File: config.mk
export PLATFORM = sky130hd
export DESIGN_NAME = md_issue_ctrl
export DESIGN_NICKNAME = d
export VERILOG_FILES = /design/src/rtl/md_issue_ctrl.sv
export SDC_FILE = /design/constraint.sdc
export NUM_CORES = 1
export LEC_CHECK = 0
export ABC_AREA = 0
export BUFFER_PORTS_ARGS = -buffer_cell sky130_fd_sc_hd__buf_2
export CORE_MARGIN = 3
export CORE_UTILIZATION = 56
export DETAILED_ROUTE_END_ITERATION = 10
export PLACE_DENSITY = 0.9
export SKIP_LAST_GASP = 1
export SLEW_MARGIN = 25
export SYNTH_ARGS = -nofsm -noshare
export SYNTH_HDL_FRONTEND = slang
export SYNTH_SLANG_ARGS = --single-unit
File: constraint.sdc
create_clock -name clk -period 4.24 [get_ports clk]
set_input_delay 0.212 -clock clk [delete_from_list [all_inputs] [get_ports clk]]
set_output_delay 0.212 -clock clk [all_outputs]
set_load 0.02 [all_outputs]
File: src/rtl/md_issue_ctrl.sv
// rtl/md_issue_ctrl.sv - HI/LO issue controller for the multiply/divide unit (optional MD_FORWARD_EN)
module md_issue_ctrl #(
  parameter int DIVZ_SKIP = 1
) (
  input  logic        clk,
  input  logic        reset,
  input  logic        req_valid,
  input  logic [2:0]  req_op,
  input  logic [31:0] req_rs,
  input  logic [31:0] req_rt,
  output logic        req_ready,
  input  logic        flush,
  input  logic        rd_en,
  input  logic        rd_sel,
  output logic [31:0] rd_data,
  output logic        stall,
  output logic [31:0] md_src0,
  output logic [31:0] md_src1,
  output logic [1:0]  md_op,
  output logic        md_sign,
  output logic        md_in_valid,
  input  logic        md_in_ready,
  input  logic        md_out_valid,
  output logic        md_out_ready,
  input  logic [31:0] md_res0,
  input  logic [31:0] md_res1
);

  localparam logic [1:0] S_IDLE    = 2'd0;
  localparam logic [1:0] S_ISSUE   = 2'd1;
  localparam logic [1:0] S_WAIT    = 2'd2;
  localparam logic [1:0] S_DISCARD = 2'd3;

  localparam logic [1:0] OP_NONE = 2'b00;
  localparam logic [1:0] OP_MUL  = 2'b01;
  localparam logic [1:0] OP_DIV  = 2'b10;

  logic [1:0]  state_q, state_d;
  logic [31:0] hi_q, hi_d;
  logic [31:0] lo_q, lo_d;
  logic [31:0] src0_q, src0_d;
  logic [31:0] src1_q, src1_d;
  logic [1:0]  op_q, op_d;
  logic        sign_q, sign_d;

  logic accept;
  logic is_div;
  logic div_skip;
  logic hazard_req;
  logic fwd;

  assign accept   = req_valid & (state_q == S_IDLE) & ~flush;
  assign is_div   = (req_op == 3'd3) | (req_op == 3'd4);
  assign div_skip = is_div & (req_rt == 32'd0) & (DIVZ_SKIP != 0);

  // Next-state, operand capture and HI/LO update
  always_comb begin
    state_d = state_q;
    hi_d    = hi_q;
    lo_d    = lo_q;
    src0_d  = src0_q;
    src1_d  = src1_q;
    op_d    = op_q;
    sign_d  = sign_q;
    case (state_q)
      S_IDLE: begin
        if (accept) begin
          case (req_op)
            3'd1, 3'd2, 3'd3, 3'd4: begin
              // a divide by zero may be swallowed here without touching the unit
              if (!div_skip) begin
                src0_d  = req_rs;
                src1_d  = req_rt;
                op_d    = (req_op <= 3'd2) ? OP_MUL : OP_DIV;
                sign_d  = (req_op == 3'd1) | (req_op == 3'd3);
                state_d = S_ISSUE;
              end
            end
            3'd5:    hi_d = req_rs;
            3'd6:    lo_d = req_rs;
            default: ;
          endcase
        end
      end
      S_ISSUE: begin
        // once the unit took the operands a flush can only drop the result
        if (md_in_ready) begin
          state_d = flush ? S_DISCARD : S_WAIT;
        end else if (flush) begin
          state_d = S_IDLE;
        end
      end
      S_WAIT: begin
        if (md_out_valid) begin
          if (!flush) begin
            hi_d = md_res1;
            lo_d = md_res0;
          end
          state_d = S_IDLE;
        end else if (flush) begin
          state_d = S_DISCARD;
        end
      end
      S_DISCARD: begin
        if (md_out_valid) begin
          state_d = S_IDLE;
        end
      end
      default: state_d = S_IDLE;
    endcase
    if (state_d == S_IDLE) begin
      op_d = OP_NONE;
    end
  end

  // State and architectural register update with synchronous reset
  always_ff @(posedge clk) begin
    if (reset) begin
      state_q <= S_IDLE;
      hi_q    <= 32'd0;
      lo_q    <= 32'd0;
      src0_q  <= 32'd0;
      src1_q  <= 32'd0;
      op_q    <= OP_NONE;
      sign_q  <= 1'b0;
    end else begin
      state_q <= state_d;
      hi_q    <= hi_d;
      lo_q    <= lo_d;
      src0_q  <= src0_d;
      src1_q  <= src1_d;
      op_q    <= op_d;
      sign_q  <= sign_d;
    end
  end

`ifdef MD_FORWARD_EN
  assign fwd = (state_q == S_WAIT) & md_out_valid & ~flush;
`else
  assign fwd = 1'b0;
`endif

  assign hazard_req   = req_valid & (req_op >= 3'd1) & (req_op <= 3'd6);
  assign req_ready    = (state_q == S_IDLE);
  assign stall        = (state_q != S_IDLE) & ((rd_en & ~fwd) | hazard_req);
  assign rd_data      = fwd ? (rd_sel ? md_res1 : md_res0) : (rd_sel ? hi_q : lo_q);
  assign md_src0      = src0_q;
  assign md_src1      = src1_q;
  assign md_op        = op_q;
  assign md_sign      = sign_q;
  assign md_in_valid  = (state_q == S_ISSUE);
  assign md_out_ready = (state_q == S_WAIT) | (state_q == S_DISCARD);

endmodule

* After elaboration in Yosys (flattened, before gate mapping)
Cells that the tools add are included.
Storage, ports and cells: memories 0, RAM bits 0, memory bits (read-only) 0, bits in latches 0, bits in registers 133, output and inout bits 103, input port bits 139
Cells by class: bitwise gates (word level) 12, reduce and logical (&&, ||, !) cells 10, shift-type cells 0, order comparisons 3, div/mod/pow operators 0, equal/unequal tests 14, mux-type cells 22, $add $sub $neg 0, multipliers 0
Operator list (count):
- 32-bit 2-to-1 mux | 9
- 32-bit case mux with 2 select lines | 2
- 32-bit zero test | 1
- 2-bit 2-to-1 mux | 9
- 5-bit AND reduction | 2
- 3-bit equality test (second input constant) | 3
- 2-bit case mux with 4 select lines | 1
- 1-bit AND | 6
- 3-bit by 2-bit equality test with 1-bit output (second input constant) | 2
- 2-bit by 1-bit != test with 1-bit output (second input constant) | 3
- 2-bit equality test (second input constant) | 2
- 2-bit zero test | 2
- 2-bit != test (second input constant) | 2
- 1-bit bitwise OR | 4
- 4-bit AND reduction | 1
- 2-bit nonzero test | 2
- 4-bit OR reduction | 1
- 3-bit by 1-bit equality test with 1-bit output (second input constant) | 1
- 3-bit by 1-bit greater-or-equal comparator with 1-bit output (second input constant) | 1
- 3-bit by 2-bit <= comparator with 1-bit output (second input constant) | 1
- 3-bit <= comparator (second input constant) | 1
- 2-bit by 1-bit equality test with 1-bit output (second input constant) | 1
- 1-bit inverter | 2
- 2-bit OR reduction | 1
- 1-bit 2-to-1 mux | 1

* Longest topological paths before layout
word-level depth 9, gate-level depth with buffers 8, mapped depth without buffers 4

* Least setup slack after synthesis
Ideal clock, no wire load.
path kind flip-flop to flip-flop, start register state_q[1], end register hi_q[0], stages on the path, launching flop included 6, setup slack 2540 ps, setup time 146 ps, buffers on the path 2, clock period less this slack 1700 ps, arrival 1554 ps, cells stage by stage dfxtp_1 -> buf_2 -> inv_1 -> a2111oi_4 -> buf_4 -> a211oi_2
On the way: cells in the longest elaborated chain, start to end 5
Ends and longest elaborated chain:
- start, declared | line 38 | logic [1:0] state_q, state_d;
- start signal, assigned | line 127 | state_q <= state_d;
- 2-bit zero test | line 52, 65
- 1-bit AND (2 in a row) | line 52 | assign accept = req_valid & (state_q == S_IDLE) & ~flush;
- 2-bit by 1-bit != test with 1-bit output (no source line)
- 5-bit AND reduction (no source line)
- end signal, assigned | line 128 | hi_q <= hi_d;
- end, declared | line 39 | logic [31:0] hi_q, hi_d;
Parallel ways exist; a longest one is shown, timed or not. A chain may end at the register's enable or synchronous reset.

* Worst setup path after layout
start register state_q[1], end register lo_q[22]
On the way: cells in the longest elaborated chain, start to end 5
Ends and longest elaborated chain:
- 2-bit zero test | line 52, 65
- 1-bit AND (2 in a row) | line 52
- 2-bit by 1-bit != test with 1-bit output (no source line)
- 5-bit AND reduction (no source line)
- end signal, assigned | line 129 | lo_q <= lo_d;
- end, declared | line 40 | logic [31:0] lo_q, lo_d;
Parallel ways exist; a longest one is shown, timed or not.

==> results list <==
- Arrival time worst endpoint: 2.71 ns
* Avg WL per Cell: 18.87 microns
- Wire length of the first global-routing pass: 36.66 mm
* Worst IR drop on VDD: 0.3269 mV
- Leaving out fill and tap cells, the most frequent cells in the layout are sky130_fd_sc_hd__buf_2 (240), sky130_fd_sc_hd__dfxtp_1 (133), sky130_fd_sc_hd__nor2b_1 (98).
* Overall overflow remaining after global route: 0
* Most area-consuming cells after synthesis: sky130_fd_sc_hd__dfxtp_1 (34%), sky130_fd_sc_hd__a211oi_2 (9.0%), sky130_fd_sc_hd__nor2b_1 (8.0%), sky130_fd_sc_hd__a31oi_1 (5.2%), sky130_fd_sc_hd__mux2_2 (4.7%)
- Antenna violations before repair: 1
- Setup violations remaining at the end of the flow were counted as 0.
- The most used flip-flop cell after synthesis is sky130_fd_sc_hd__dfxtp_1.
- The run finished with clean final reports.
- Yosys top cell by area: sky130_fd_sc_hd__dfxtp_1
- Largest net degree at the start of global routing: 133
- Number of I/O pins: 242
- Number of buffers inserted by hold repair at cts: 0
- R2r startpoint: state_q[1]$_SDFF_PP0_
* Worst Path Max Fanout: 64
- The congestion estimate from routability-driven global placement came to 0.8369.
- The share of synthesized area in the top cell type comes to 0.3437.
- The worst setup path is captured at a register.
- Dividing the detail-routed via count by the number of cells gives 6.222.
- For this run, the slowest stage of the critical path takes 0.66 ns.
- Dividing total power by cell area gives a power density of 336.9 mW/mm^2.
* Port bufs: 241
* Total track usage: 0.3033
- The worst hold path begins at req_rt[17].
- STA puts the critical path data required time at 4.57 ns.
* Filler Cells Inserted: 1086
- Height of the die: 123.6 microns
- Proportion of synthesized chip area in sequential cells: 0.3437
* Number of instances in the synthesized netlist: 908
- Number of violations reported at the end of detailed-routing iteration 0: 707
- Buffers added to address setup during post-CTS repair amount to 0.
- Max-slew headroom at the worst pin: 0.2995
* Slowest cell on the critical path: sky130_fd_sc_hd__buf_4
- The number of failing hold endpoints at the final stage came to 0.
* Synthesis warning total: 0
* Number of placement rows: 42
* Worst hold stages: 3
- Type of the setup path with the least slack: register to register
* Number of enable flip-flop cells after synthesis: 0
* Clk_skew: 0.006296 ns
* Root buffer cell: sky130_fd_sc_hd__clkbuf_16
- Final min period: 2.375 ns
- Die width: 123.6 microns
- Final-stage net count: 1217
- Hold Crit Endpoint: md_src1[17]$_SDFFE_PP0P_
- Setup repair after global routing missed its margin: no
- The worst register-to-register path has a setup slack of 1.87 ns.
* Area growth from synthesis to layout: 20.30%
- In this run the remaining antenna-violating nets after routing total 0.
- Sinks on Clock Net: 133
- No sink is reached through more buffers than the 2 on the longest clock path.
- Number of placed instances, taps included: 1235
- The core region is 0.01340 sq mm.
- Share of cells above drive strength 1: 0.3502
* Tightest Pin Transition: 1.051 ns
* Total length of routed wires: 23.91 mm
- Length of the first detailed-routing pass in iterations: 7
- Derived from the worst setup path, the maximum achievable clock frequency is 0.4211 GHz.
- Reg2Reg Capture Point: lo_q[22]$_SDFFE_PP0P_
- Cell variety after synth: 37
- After synthesis the netlist holds a flip-flop and latch count of 133.
- Clock latency reported for the late side of the worst-skew pair: 0.42 ns
* Most common cell after layout, fill and taps aside: sky130_fd_sc_hd__buf_2
- Final setup TNS: 0 ns
- After legalization and detailed placement, the total HPWL measured 15.91 mm.
* TritonCTS clock tree: built
- Path class of the lowest-slack min-delay path: input port to register
- The floorplan step defined a die boundary enclosing 0.01528 sq mm.
- Averaged over all synthesized cells, the footprint is 8.531 sq um.
* Routed vias: 7883
* Number of cells upsized or downsized after cts: 0
- Synthesized net count: 1047
- Total number of H-tree levels: 4
* Vias in the first global route: 7244
- Period utilisation layout: 0.5600
- The analysis attributes to cell leakage a power of 3.739 nW.
* Post-CTS clock slew at the launch and capture registers of the worst setup and hold paths: 0.06 ns
- Max cap viols: 0
- Share of synthesized registers carrying an async set or reset: 0
* Initial core utilization: 0.5781
- The count of final max-slew check failures was 0.
- STA classifies the critical path startpoint as a register.
- Final non-filler cell total: 1267
- Number of cell instances on the worst register-to-register path: 5
* Area of the mapped netlist: 0.007746 sq mm
- Total clock buffers created by CTS: 17
* Worst path cell trace: mux2i_1, a2111oi_4, buf_4, nor2_1, a211oi_2
- In the routed design, unresolved DRC markers number 0.
-- area by class of cell --
type / count / area [sq um] / share of cell area
Multi-Input combinational cell: 651 / 4534 / 0.4866
Sequential cell: 133 / 2663 / 0.2857
Timing Repair Buffer: 258 / 1340 / 0.1438
Clock buffer: 23 / 457.9 / 0.04914
Tap cell: 176 / 220.2 / 0.02363
Inverter: 17 / 63.81 / 0.006847
Clock inverter: 6 / 32.53 / 0.003491
Antenna cell: 3 / 7.507 / 0.0008056
-- Yosys cell counts (all sizes together) (2+ instances only) --
cell type / count
a2111oi: 2
a211oi: 64
a21o: 2
a21oi: 68
a31oi: 65
and4: 2
buf: 45
clkbuf: 62
dfxtp: 133
inv: 17
mux2: 32
mux2i: 2
nand2: 39
nand2b: 37
nand3: 19
nand3b: 19
nand4: 35
nor2: 68
nor2b: 99
nor4: 8
o211ai: 32
o21ai: 2
o311ai: 48
-- power breakdown --
part | switching (W) | leakage (nW) | total [W] | internal [W]
sequential | 0.0000308 | 1.08 | 0.00134 | 0.00131
combinational | 0.000329 | 2.42 | 0.000528 | 0.000200
clock | 0.000529 | 0.242 | 0.00127 | 0.000745
-- registers in the layout (all words and copies together) (netlist names) --
register / flops
lo_q: 32
md_op: 2
md_sign: 1
md_src1: 32
hi_q: 32
md_src0: 32
state_q: 2
-- through the flow --
stage          hold WS, ns  power (W)  cell area (sq um)  worst slack [ns]  utilization
3_5_place_dp        0.4642   0.001880               8817             1.685       0.6580
2_1_floorplan       0.3525   0.001700               7746             2.540            -
3_3_place_gp        0.4594   0.001869               8816             1.826       0.6579
5_1_grt            0.04341   0.003250               9314             1.640       0.6951
4_1_cts            0.03130   0.003141               9308             1.832       0.6946
6_report           0.04013   0.003140               9319             1.865       0.6954
-- routing by layer --
layer  global-route usage  part of all wire  up-vias
met3               0.1035             0.094       58
li1                     -                 -     3713
met5                    0                 0        -
met2               0.4775              0.47      399
met4               0.1093             0.031        0
met1               0.3869              0.40     3713
-- worst max-delay path: cells and delay by family (launching register included) --
| kind | cells | cell delay, ns |
|---|---|---|
| buf+inv | 1 | 0.66 |
| simple gates | 1 | 0.15 |
| mux | 1 | 0.25 |
| compound gates | 2 | 0.59 |
| flops | 1 | 0.57 |
-- worst max-delay path by stage --
stage                                      from                    end  slack, ns
after global placement                req_op[0]  md_op[1]$_SDFFE_PP0P_       1.83
final                     state_q[1]$_SDFF_PP0_  lo_q[22]$_SDFFE_PP0P_       1.87
after floorplan           state_q[1]$_SDFF_PP0_   hi_q[0]$_SDFFE_PP0P_       2.54
after CTS                 state_q[0]$_SDFF_PP0_  md_op[1]$_SDFFE_PP0P_       1.83
after detailed placement              req_op[0]  md_op[1]$_SDFFE_PP0P_       1.68
after global routing      state_q[1]$_SDFF_PP0_  hi_q[13]$_SDFFE_PP0P_       1.64
-- cells by family (layout without fill, tap and decap cells) --
group	after synthesis	count (layout)	share of synthesized area
AND/OR/NAND/NOR	330	330	0.2384
AO/OA/AOI/OAI	287	287	0.2951
flip-flops	133	133	0.3437
buffers and inverters	124	304	0.07365
multiplexers	34	34	0.04910
other	0	3	0
No activity file was read; power rests on OpenSTA's default activity.
